===== config.mk =====
export PLATFORM = sky130hd
export DESIGN_NAME = wide_add_seq
export DESIGN_NICKNAME = d
export VERILOG_FILES = /design/src/rtl/wide_add_pkg.sv /design/src/rtl/rca_nbit.sv /design/src/rtl/wide_add_seq.sv
export SDC_FILE = /design/constraint.sdc
export NUM_CORES = 1
export LEC_CHECK = 0
export BUFFER_PORTS_ARGS = -buffer_cell sky130_fd_sc_hd__buf_2
export CAP_MARGIN = 20
export CELL_PAD_IN_SITES_DETAIL_PLACEMENT = 1
export CELL_PAD_IN_SITES_GLOBAL_PLACEMENT = 2
export CORE_MARGIN = 4
export CORE_UTILIZATION = 35
export CTS_BUF_LIST = sky130_fd_sc_hd__clkbuf_16
export CTS_CLUSTER_SIZE = 10
export DETAILED_ROUTE_END_ITERATION = 8
export PLACE_DENSITY_LB_ADDON = 0.1
export REMOVE_ABC_BUFFERS = 1
export SLEW_MARGIN = 20
export SYNTH_ARGS = -nofsm -noshare
export SYNTH_HDL_FRONTEND = slang
export SYNTH_HIERARCHICAL = 1
export SYNTH_SLANG_ARGS = --single-unit

===== constraint.sdc =====
create_clock -name clk -period 8.5 [get_ports clk]
set_input_delay 1.275 -clock clk [delete_from_list [all_inputs] [get_ports clk]]
set_output_delay 1.275 -clock clk [all_outputs]
set_load 0.02 [all_outputs]

===== src/rtl/wide_add_pkg.sv =====
`default_nettype none
// wide_add_pkg: shared state encoding and sizing helper for the sequenced wide adder.
// Rev 1.0
package wide_add_pkg;

  typedef enum logic [1:0] {
    IDLE = 2'd0,
    RUN  = 2'd1,
    DONE = 2'd2
  } state_t;

  // Word index width; a single-word build still needs one bit of index.
  function automatic int idx_width(input int words);
    return (words > 1) ? $clog2(words) : 1;
  endfunction

endpackage
`default_nettype wire


===== src/rtl/rca_nbit.sv =====
`default_nettype none
// rca_nbit: N-bit ripple-carry adder slice.
// Rev 1.0
module rca_nbit #(
  parameter int N = 4
) (
  input  logic [N-1:0] a_i,
  input  logic [N-1:0] b_i,
  input  logic         cin_i,
  output logic [N-1:0] sum_o,
  output logic         cout_o
);

  logic [N:0] carry;

  assign carry[0] = cin_i;

  for (genvar i = 0; i < N; i++) begin : g_bit
    assign sum_o[i]   = a_i[i] ^ b_i[i] ^ carry[i];
    assign carry[i+1] = (a_i[i] & b_i[i]) | (carry[i] & (a_i[i] ^ b_i[i]));
  end

  assign cout_o = carry[N];

endmodule
`default_nettype wire


===== src/rtl/wide_add_seq.sv =====
`default_nettype none
// wide_add_seq: W = N*WORDS bit add/subtract computed one N-bit word per cycle.
// Rev 1.0
module wide_add_seq
  import wide_add_pkg::*;
#(
  parameter int N     = 4,
  parameter int WORDS = 4
) (
  input  logic                 clk,
  input  logic                 rst_n,
  input  logic                 in_valid,
  output logic                 in_ready,
  input  logic [N*WORDS-1:0]   a,
  input  logic [N*WORDS-1:0]   b,
  input  logic                 cin,
  input  logic                 sub,
  output logic                 busy,
  output logic                 out_valid,
  input  logic                 out_ready,
  output logic [N*WORDS-1:0]   sum,
  output logic                 cout,
  output logic                 ovf
);

  localparam int W  = N * WORDS;
  localparam int IW = idx_width(WORDS);
  localparam logic [IW-1:0] LAST_IDX = IW'(WORDS - 1);

  state_t          state_q;
  logic [IW-1:0]   idx_q;
  logic            carry_q;
  logic [W-1:0]    op_a_q;
  logic [W-1:0]    op_b_q;
  logic [W-1:0]    sum_q;
  logic            cout_q;
  logic            ovf_q;
  logic            in_ready_q;
  logic            busy_q;
  logic            out_valid_q;

  int              word_lsb_d;
  logic [N-1:0]    slice_sum_d;
  logic            slice_cout_d;
  logic            ovf_d;

  assign word_lsb_d = 32'(idx_q) * N;

  rca_nbit #(.N(N)) u_slice (
    .a_i    (op_a_q[word_lsb_d +: N]),
    .b_i    (op_b_q[word_lsb_d +: N]),
    .cin_i  (carry_q),
    .sum_o  (slice_sum_d),
    .cout_o (slice_cout_d)
  );

  // Only meaningful on the last word, where the slice MSB is the result MSB.
  assign ovf_d = (op_a_q[W-1] == op_b_q[W-1]) && (slice_sum_d[N-1] != op_a_q[W-1]);

  always_ff @(posedge clk) begin
    if (!rst_n) begin
      state_q     <= IDLE;
      idx_q       <= '0;
      carry_q     <= 1'b0;
      op_a_q      <= '0;
      op_b_q      <= '0;
      sum_q       <= '0;
      cout_q      <= 1'b0;
      ovf_q       <= 1'b0;
      in_ready_q  <= 1'b1;
      busy_q      <= 1'b0;
      out_valid_q <= 1'b0;
    end else begin
      unique case (state_q)
        IDLE: begin
          if (in_valid) begin
            op_a_q     <= a;
            op_b_q     <= sub ? ~b : b;
            carry_q    <= sub | cin;
            idx_q      <= '0;
            state_q    <= RUN;
            in_ready_q <= 1'b0;
            busy_q     <= 1'b1;
          end
        end
        RUN: begin
          sum_q[word_lsb_d +: N] <= slice_sum_d;
          carry_q                <= slice_cout_d;
          if (idx_q == LAST_IDX) begin
            cout_q      <= slice_cout_d;
            ovf_q       <= ovf_d;
            state_q     <= DONE;
            out_valid_q <= 1'b1;
          end else begin
            idx_q <= idx_q + 1'b1;
          end
        end
        DONE: begin
          if (out_ready) begin
            state_q     <= IDLE;
            out_valid_q <= 1'b0;
            busy_q      <= 1'b0;
            in_ready_q  <= 1'b1;
          end
        end
        default: begin
          state_q     <= IDLE;
          out_valid_q <= 1'b0;
          busy_q      <= 1'b0;
          in_ready_q  <= 1'b1;
        end
      endcase
    end
  end

  assign in_ready  = in_ready_q;
  assign busy      = busy_q;
  assign out_valid = out_valid_q;
  assign sum       = sum_q;
  assign cout      = cout_q;
  assign ovf       = ovf_q;

endmodule
`default_nettype wire


* Word level (Yosys, flattened, before mapping)
Index checks and enable logic that the tools add are counted.
** Operators by class
- Add/subtract/negate cells :: 2
- Equal/unequal tests :: 9
- Shift-type cells :: 4
- Muxes and demuxes :: 19
- Bitwise logic cells :: 24
- Reduce and logical (&&, ||, !) cells :: 10
** Operators by type and width (count)
- 4-bit negation with 33-bit output :: 1
- 4-bit by 33-bit variable shift with 16-bit output, first input constant :: 1
- 4-bit by 33-bit indexed part select with 16-bit output :: 1
- 16-bit by 5-bit indexed part select with 4-bit output :: 2
- 16-bit bitwise mux :: 1
- 16-bit 2-to-1 mux :: 1
- 16-bit NOT :: 1
- 3-bit AND reduction :: 4
- 2-bit 2-to-1 mux :: 5
- 1-bit case mux with 3 select lines :: 3
- 1-bit AND :: 8
- 2-bit inequality test, second input constant :: 4
- 1-bit bitwise XOR :: 8
- 1-bit 2-to-1 mux :: 6
- 2-bit case mux with 3 select lines :: 1
- 2-bit AND reduction :: 3
- 1-bit bitwise OR :: 5
- 2-bit == test, second input constant :: 2
- 2-bit case mux with 2 select lines :: 1
- 2-bit by 1-bit adder with 2-bit output, second input constant :: 1
- 2-bit by 1-bit == test with 1-bit output, second input constant :: 1
- 2-bit logical NOT :: 1
- 1-bit NOT :: 2
- 1-bit case mux with 2 select lines :: 1
- other kinds (4) :: 4
** Word-level totals
- Register bits :: 58
- Input port bits :: 38
- Word-level logic and storage cells :: 79

* Depth between registers and ports, before layout
Gate-level depths: netlist of run 1.
- Depth after elaboration :: 11
- Gate-level depth with buffers :: 12
- Gate-level depth less buffers :: 11

* Hierarchy
Netlist of run 1, hierarchy kept.
** By module, submodules not included
- wide_add_seq :: instances 1, cells each 274, area each 2630.0 um^2, sequential area each 1161.1 um^2
- rca_nbit :: instances 1, cells each 14, area each 117.6 um^2, sequential area each 0.0 um^2

* Least setup slack after synthesis of run 1
Ideal clock, no wire load.
- Kind :: reg2reg
- From :: reg idx_q[0]
- To :: reg ovf_q, in the netlist ovf
- Setup time :: 86 ps
- Data arrival time :: 3081 ps
- Data required time :: 8414 ps
- Setup slack :: 5332 ps
- Cell stages (with the launch flop) :: 13
- Clock period less this slack :: 3168 ps
- Cells stage by stage :: dfxtp_1 > buf_2 > mux4_2 > fa_1 > inv_1 > fa_1 > inv_1 > fa_1 > inv_1 > fa_1 > inv_1 > a21oi_1 > a211oi_1
** Between the ends
- Word-level cells in the longest chain between the ends :: 11
- Elaborated cells on any way between the ends :: 20
** RTL lines
- from (decl) :: RTL line wide_add_seq.sv:31 : logic [IW-1:0] idx_q;
- from (signal assigned) :: RTL line wide_add_seq.sv:95 : idx_q <= idx_q + 1'b1;
- 16-bit by 5-bit indexed part select with 4-bit output (on tied branches) :: RTL line wide_add_seq.sv:50, wide_add_seq.sv:51
- 1-bit bitwise XOR :: RTL line rca_nbit.sv:20 : assign carry[i+1] = (a_i[i] & b_i[i]) | (carry[i] & (a_i[i] ^ b_i[i]));
- 1-bit AND :: RTL line rca_nbit.sv:20
- 1-bit bitwise OR :: RTL line rca_nbit.sv:20
- 1-bit AND :: RTL line rca_nbit.sv:20
- 1-bit bitwise OR :: RTL line rca_nbit.sv:20
- 1-bit AND :: RTL line rca_nbit.sv:20
- 1-bit bitwise OR :: RTL line rca_nbit.sv:20
- 1-bit bitwise XOR * :: RTL line rca_nbit.sv:19 : assign sum_o[i] = a_i[i] ^ b_i[i] ^ carry[i];
- via slice_sum_d[3] :: RTL line wide_add_seq.sv:43 : logic [N-1:0] slice_sum_d;
- 1-bit inequality test * :: RTL line wide_add_seq.sv:58 : assign ovf_d = (op_a_q[W-1] == op_b_q[W-1]) && (slice_sum_d[N-1] != op_a_q[W-1]);
- 1-bit logical AND * :: RTL line wide_add_seq.sv:58
- to (signal assigned) :: RTL line wide_add_seq.sv:91 : ovf_q <= ovf_d;
- to (decl) :: RTL line wide_add_seq.sv:37 : logic ovf_q;
Mark *: on every way through the listed nets, which the timed path passes. The rest lies on a longest branch.
A chain may end at the register's enable or synchronous reset.

* Worst setup path in the final report of run 1
Ends and elaborated chain as after synthesis.

==> impl_metrics.json, run 1 <==
{
  "startpoint_type": "flip-flop",
  "timing_worst_setup_path_type": "flip-flop to flip-flop",
  "fin_skew_ns": 0.00586,
  "boundaryPins": 59,
  "place.detailed.hpwl_mm": 4.59,
  "detail_route.drc_violations": 0,
  "total_die_area_sq_um": 9330,
  "power_density_nw_per_um2": 217,
  "die_w_microns": 96.6,
  "htree_levels": 3,
  "setup_viol": 0,
  "worstPathMaxFanout": 16,
  "setup_total_neg_slack_ns": 0,
  "run_status": "finished, final reports clean",
  "final_core_util_pct": 43.5,
  "yosys_warnings": 6,
  "yosysTopAreaCell": "sky130_fd_sc_hd__dfxtp_1",
  "end_kind": "flip-flop",
  "rsz0062_at_grt": "no",
  "worstPathBufferInverterCount": 4,
  "crit_path_max_incr_delay_ns": 0.84,
  "port_buffers": 58,
  "synth_async_sr_flop_share_pct": 0,
  "grt_max_degree": 51,
  "initialDrtViolationCount": 40,
  "worst_hold_path_type": "flip-flop to flip-flop",
  "cts_sink_cnt": 58,
  "ys_ff_latch": 58,
  "synth_top_cells_by_area": "sky130_fd_sc_hd__dfxtp_1, sky130_fd_sc_hd__nand2_1, sky130_fd_sc_hd__mux4_2",
  "crit_family": "adder cells",
  "minimum_period_implied_by_the_final_worst_setup_slack_ns": 3.63,
  "postCtsResizedCells": 0,
  "vias_per_cell": 4.96,
  "groute.usage.overall_pct": 14.7,
  "cts.hold.buffers_added": 0,
  "multi_input_area_sq_um": 1440,
  "filler_cell_count": 935,
  "synth_sequential_area_ratio_pct": 42.3,
  "num_rows": 32,
  "vdd_drop_max_mv": 0.0836,
  "drt_pass1_iterations": 4,
  "postSynthAreaPerCell_sq_um": 9.54,
  "cts-buffers-inserted": 9,
  "synthCells": 288,
  "crit_path_cell_trace": "mux4_2 > fa_1 > inv_1 > fa_1 > inv_1 > fa_1 > inv_1 > fa_1 > inv_1 > a21oi_1 > a211oi_1",
  "gp_congestion": 0.720,
  "initial_core_util_pct": 35.7,
  "wl_per_cell_microns": 14.8,
  "worstMarginPinSlew_ns": 0.808,
  "core_sq_um": 7690,
  "period_share_pct": 42.7,
  "number_of_antenna_violations_at_the_first_check_in_global_routing": 0,
  "cts.root.buffer_cell": "sky130_fd_sc_hd__clkbuf_16",
  "num_vias": 2198,
  "syn-cell-area_sq_um": 2750,
  "area_delta_synth_final_pct": 21.8,
  "grt_pass1_wl_mm": 11.2,
  "post-place-cells": 429,
  "routed_wirelength_mm": 6.54,
  "post_layout_nonfiller_instances": 443,
  "die_y_microns": 96.6,
  "clk-insertion-delay-late_ns": 0.32,
  "synth.lib_cells_used.distinct": 36,
  "synthDominantCellAreaShare_pct": 42.3,
  "slew_headroom_pct": 46.0,
  "synth_enable_flop_cells": 0,
  "clock_tree.buffer_depth": 2,
  "achievable-frequency_mhz": 276,
  "cts_tree": "done",
  "slew_limit_fails": 0,
  "post_route_cells_drive_above_1_share_pct": 24.9,
  "route.antenna.remaining_nets": 0,
  "finalHoldViolations": 0,
  "clkSlewWorstSetupHoldPaths_ns": 0.05,
  "grt_remaining_overflow": 0,
  "timing.critical_path.slowest_stage_cell": "sky130_fd_sc_hd__dfxtp_1",
  "area_of_all_sequential_standard_cells_sq_um": 1160,
  "cap_viol_max_count": 0,
  "n_antenna_cell": 0,
  "critical_path_required_ns": 8.73,
  "worst_ep_arrival_time_ns": 3.85,
  "cts_setup_buffers": 0,
  "fin_nets": 386,
  "synth_top_flop_cell": "sky130_fd_sc_hd__dfxtp_1",
  "power.static_leakage_nw": 1.47,
  "number_of_global_route_vias_before_repair": 2402
}
-- cell type report --
cell class | count | area share (%)
Clock buffer | 9 | 6.73
Timing Repair Buffer | 59 | 8.90
Tap cell | 102 | 3.81
Inverter | 14 | 1.57
Multi-Input combinational cell | 196 | 42.9
Sequential cell | 58 | 34.7
Clock inverter | 5 | 1.42
-- synthesized netlist by cell type (all sizes together) (2+ instances only) --
cell type and instances:
fa 4, clkbuf 7, a21boi 5, nand3 2, and4bb 2, nor2b 11
o22ai 5, ha 6, a21oi 18, buf 13, o211a 15, dfxtp 58
nand3b 5, inv 13, a211oi 2, xnor2 16, a22o 4, nor2 4
mux4 8, and2 2, nor3 4, a32oi 7, o21ai 5, nand2 63
-- layer usage --
metal	track usage, %	vias up	share of wire [%]
li1	-	1090	-
met1	17.8	1055	46
met2	24.7	43	49
met3	4.47	10	4.2
met4	5.51	0	1.7
met5	0	-	0
-- worst reg2reg max path: cells and delay by family, from the launching register on --
family,cells,cell delay [ns]
muxes,1,0.62
buffers and inverters,4,0.39
DFF,1,0.84
AOI/OAI and AO/OA,2,0.33
adders and majority gates,4,1.33
-- per-stage QoR --
step / hold slack, ns / cell area (sq um) / setup slack (ns) / power [mW]
after detailed placement: 0.449 / 3070 / 4.83 / 0.399
after CTS: 0.455 / 3350 / 4.81 / 0.739
after global placement: 0.442 / 3070 / 4.93 / 0.398
final: 0.452 / 3350 / 4.87 / 0.726
after floorplan: 0.432 / 2650 / 5.26 / 0.361
after global routing: 0.475 / 3350 / 4.59 / 0.762
-- cell families (layout without fill, tap and decap cells) --
| family | count (synthesis) | in the layout | synth area share, % |
|---|---|---|---|
| and+or+nand+nor | 98 | 98 | 17.5 |
| xor gates and xnor gates | 16 | 16 | 5.10 |
| DFF | 58 | 58 | 42.3 |
| buffers and inverters | 34 | 87 | 5.51 |
| AOI/OAI and AO/OA | 63 | 63 | 17.1 |
| muxes | 9 | 9 | 6.92 |
| adders and majority gates | 10 | 10 | 5.65 |
-- flip-flops by register name, summed over array words and instances, names as in the netlist --
name       count
op_a_q        16
idx_q          2
sum           16
state_q        2
carry_q        1
in_ready       1
busy           1
op_b_q        16
ovf            1
out_valid      1
cout           1
-- layout by cell type (no fill, tap or decap), types with 6 or more instances in the layout --
cell,n
sky130_fd_sc_hd__a21oi_1,18
sky130_fd_sc_hd__a32oi_1,7
sky130_fd_sc_hd__buf_2,58
sky130_fd_sc_hd__clkbuf_16,9
sky130_fd_sc_hd__dfxtp_1,58
sky130_fd_sc_hd__ha_1,6
sky130_fd_sc_hd__inv_1,13
sky130_fd_sc_hd__mux4_2,8
sky130_fd_sc_hd__nand2_1,63
sky130_fd_sc_hd__nor2b_1,11
sky130_fd_sc_hd__o211a_1,15
sky130_fd_sc_hd__xnor2_1,16
-- path summary, 6_finish.rpt --
check,start,end,slack (ns),cells after the start
worst max-delay path,idx_q[0],ovf,4.87,11
worst min-delay path,op_a_q[9],op_a_q[9],0.45,2
worst max register to register,idx_q[0],ovf,4.87,11
worst min register to register,op_a_q[9],op_a_q[9],0.45,2
-- power breakdown --
group          internal [mW]  switching [mW]  leakage [nW]
clock network          0.220           0.115         0.136
registers              0.287          0.0125         0.475
logic                 0.0416          0.0500         0.862
total                  0.548           0.178          1.47
No activity file was read; power rests on OpenSTA's default activity.
==> inputs of run 2 (changes only) <==
Settings changed: ABC_AREA set to 1, CORE_UTILIZATION 35 to 30.
Clock period 8.5 ns to 3.61 ns, I/O delays scaled along.
==> run 2 against run 1 <==
Against the previous run:
- core utilization down 5.0 points
- register-to-register slack got worse by 4.3 ns
- clock skew grew 0.0015 ns
- area after synthesis is 0.91% higher
- critical endpoint unchanged
- total power rose to 2.7 times the previous value
- non-clock buffer count increased by 2
==> impl_metrics.json, run 2 <==
{
  "clk-insertion-delay-late_ns": 0.33,
  "setup_total_neg_slack_ns": 0,
  "synth_async_sr_flop_share_pct": 0,
  "worstMarginPinSlew_ns": 0.665,
  "synthCells": 385,
  "number_of_antenna_violations_at_the_first_check_in_global_routing": 0,
  "achievable-frequency_mhz": 333,
  "post_dp_cell_area_sq_um": 3100,
  "post-place-cells": 534,
  "core_sq_um": 8850,
  "yosysTopAreaCell": "sky130_fd_sc_hd__dfxtp_1",
  "final_core_util_pct": 38.6,
  "synthDominantCellAreaShare_pct": 41.9,
  "htree_levels": 3,
  "minimum_period_implied_by_the_final_worst_setup_slack_ns": 3.00,
  "fin_nets": 485,
  "fin_skew_ns": 0.00740,
  "post-place-ws_ns": 0.574,
  "slew_headroom_pct": 55.6,
  "post_layout_nonfiller_instances": 550,
  "hold-path-cell-count": 2,
  "crit_path_max_incr_delay_ns": 0.43,
  "place.detailed.hpwl_mm": 5.56,
  "number_of_global_route_vias_before_repair": 2538,
  "setup_viol": 0,
  "grt_remaining_overflow": 0,
  "worstPathMaxFanout": 11,
  "vias_per_cell": 4.57,
  "timing.reg2reg.worst_path_depth": 16,
  "postSynthAreaPerCell_sq_um": 7.20,
  "drt_pass1_iterations": 4,
  "cts_tree": "done",
  "grt_pass1_wl_mm": 12.7,
  "critical-path-top-cell-by-count": "sky130_fd_sc_hd__inv_1",
  "end_kind": "flip-flop",
  "vdd_drop_max_mv": 0.160,
  "crit_path_cell_trace": "inv_1 > o21ai_0 > o22ai_1 > fa_1 > inv_1 > fa_1 > inv_1 > fa_1 > inv_1 > fa_1 > inv_1 > inv_1 > nand2_1 > nand2_1 > nand3_1 > a21oi_1",
  "worst_ep_arrival_time_ns": 3.18,
  "groute.usage.overall_pct": 14.5,
  "startpoint_type": "flip-flop",
  "initialDrtViolationCount": 60,
  "finalHoldViolations": 0,
  "critical_path_required_ns": 3.79,
  "synth_sequential_area_ratio_pct": 41.9,
  "ys_ff_latch": 58,
  "route.antenna.remaining_nets": 0,
  "setup_slack_ns": 0.609,
  "hold-worst-slack_ns": 0.458,
  "gp_congestion": 0.769,
  "cts_setup_buffers": 0,
  "mostFrequentLayoutCell": "sky130_fd_sc_hd__nand2_1",
  "layout.cells.most_common_list": "sky130_fd_sc_hd__nand2_1, sky130_fd_sc_hd__nor2_1, sky130_fd_sc_hd__dfxtp_1, sky130_fd_sc_hd__buf_2, sky130_fd_sc_hd__a21oi_1",
  "routed_wirelength_mm": 7.49,
  "power_density_nw_per_um2": 564,
  "die_y_microns": 104,
  "cts.hold.buffers_added": 0,
  "clkSlewWorstSetupHoldPaths_ns": 0.05,
  "cts.root.buffer_cell": "sky130_fd_sc_hd__clkbuf_16",
  "rsz0062_at_grt": "no",
  "initial_core_util_pct": 31.3,
  "n_antenna_cell": 0,
  "worst_hold_path_type": "flip-flop to flip-flop",
  "num_vias": 2515,
  "cap_viol_max_count": 0,
  "timing_worst_setup_path_type": "flip-flop to flip-flop",
  "boundaryPins": 59,
  "clock_tree.buffer_depth": 2,
  "synth_top_cells_by_area": "sky130_fd_sc_hd__dfxtp_1, sky130_fd_sc_hd__nand2_1, sky130_fd_sc_hd__nor2_1",
  "total_die_area_sq_um": 10800,
  "period_share_pct": 83.1,
  "port_buffers": 58,
  "area_delta_synth_final_pct": 23.1,
  "final_design_area_no_fill_sq_um": 3410,
  "die_w_microns": 104,
  "synth_enable_flop_cells": 0,
  "slew_limit_fails": 0,
  "yosys.cell_count.top_type": "sky130_fd_sc_hd__nand2_1",
  "wl_per_cell_microns": 13.6,
  "post-layout-total-power_mw": 1.92,
  "postCtsResizedCells": 0,
  "timing.critical_path.slowest_stage_cell": "sky130_fd_sc_hd__dfxtp_1",
  "cts_sink_cnt": 58,
  "synth.lib_cells_used.distinct": 21,
  "power.static_leakage_nw": 1.55,
  "netlist_top_cells_count": "sky130_fd_sc_hd__nand2_1, sky130_fd_sc_hd__nor2_1, sky130_fd_sc_hd__dfxtp_1",
  "syn-cell-area_sq_um": 2770,
  "detail_route.drc_violations": 0,
  "post_route_cells_drive_above_1_share_pct": 18.1,
  "cts-buffers-inserted": 9,
  "num_rows": 34,
  "synth_top_flop_cell": "sky130_fd_sc_hd__dfxtp_1",
  "run_status": "finished, final reports clean",
  "yosys_warnings": 6,
  "ff2ff_setup_slack_ns": 0.61,
  "grt_max_degree": 40
}
==> run 2: cell count changes after synthesis, moves of 7 or more <==
| cell | previous run | this run |
|---|---|---|
| sky130_fd_sc_hd__xnor2_1 | 16 | 0 |
| sky130_fd_sc_hd__nor2b_1 | 11 | 0 |
| sky130_fd_sc_hd__o211a_1 | 15 | 0 |
| sky130_fd_sc_hd__nand2_1 | 63 | 87 |
| sky130_fd_sc_hd__nor2_1 | 4 | 64 |
| sky130_fd_sc_hd__a32oi_1 | 7 | 0 |
| sky130_fd_sc_hd__xor2_1 | 0 | 16 |
| sky130_fd_sc_hd__inv_1 | 13 | 31 |
| sky130_fd_sc_hd__mux4_2 | 8 | 0 |
| sky130_fd_sc_hd__a21oi_1 | 18 | 36 |
| sky130_fd_sc_hd__o21ai_0 | 5 | 35 |
| sky130_fd_sc_hd__nand3_1 | 2 | 12 |
==> run 2: layer usage <==
layer,share of wire [%],GRT usage [%],vias to the layer above
li1,-,-,1319
met1,49,18.8,1141
met2,45,22.7,46
met3,4.1,3.85,9
met4,1.7,6.27,0
met5,0,0,-
==> run 2: path summary, 6_finish.rpt <==
| kind | from | endpoint |
|---|---|---|
| min | busy | busy |
| max reg2reg | idx_q[1] | ovf |
| min reg2reg | busy | busy |
| max | idx_q[1] | ovf |
==> run 2: power breakdown <==
group	switching (mW)	leakage (nW)	total, mW	internal [mW]
clock network	0.292	0.148	0.887	0.594
logic	0.211	0.931	0.327	0.116
registers	0.0294	0.475	0.711	0.681
total	0.533	1.55	1.92	1.39
==> run 2: cell families (layout without fill, tap and decap cells) <==
| group | count (synthesis) | after routing | synth area share, % |
|---|---|---|---|
| simple gates | 167 | 167 | 23.8 |
| compound gates | 80 | 80 | 14.8 |
| flops | 58 | 58 | 41.9 |
| buf+inv | 54 | 111 | 8.84 |
| xor+xnor | 16 | 16 | 5.05 |
| fa+ha+maj | 10 | 10 | 5.60 |
==> run 2: worst max-delay path, delay by kind of cell, from the launching register on <==
family / cells / cell delay, ns
AO/OA/AOI/OAI: 3 / 0.30
adder cells (fa/ha/maj): 4 / 1.32
buffers and inverters: 6 / 0.61
flip-flops: 1 / 0.43
AND/OR/NAND/NOR: 3 / 0.18
==> run 2: cell type report <==
| type | instances | area (sq um) |
|---|---|---|
| inverter | 34 | 128 |
| clock inverter | 7 | 83.8 |
| sequential | 58 | 1160 |
| multi-input combinational | 273 | 1370 |
| tap | 108 | 135 |
| clock buffer | 9 | 225 |
| timing repair buffer | 61 | 313 |
| fill | 1144 | 5440 |
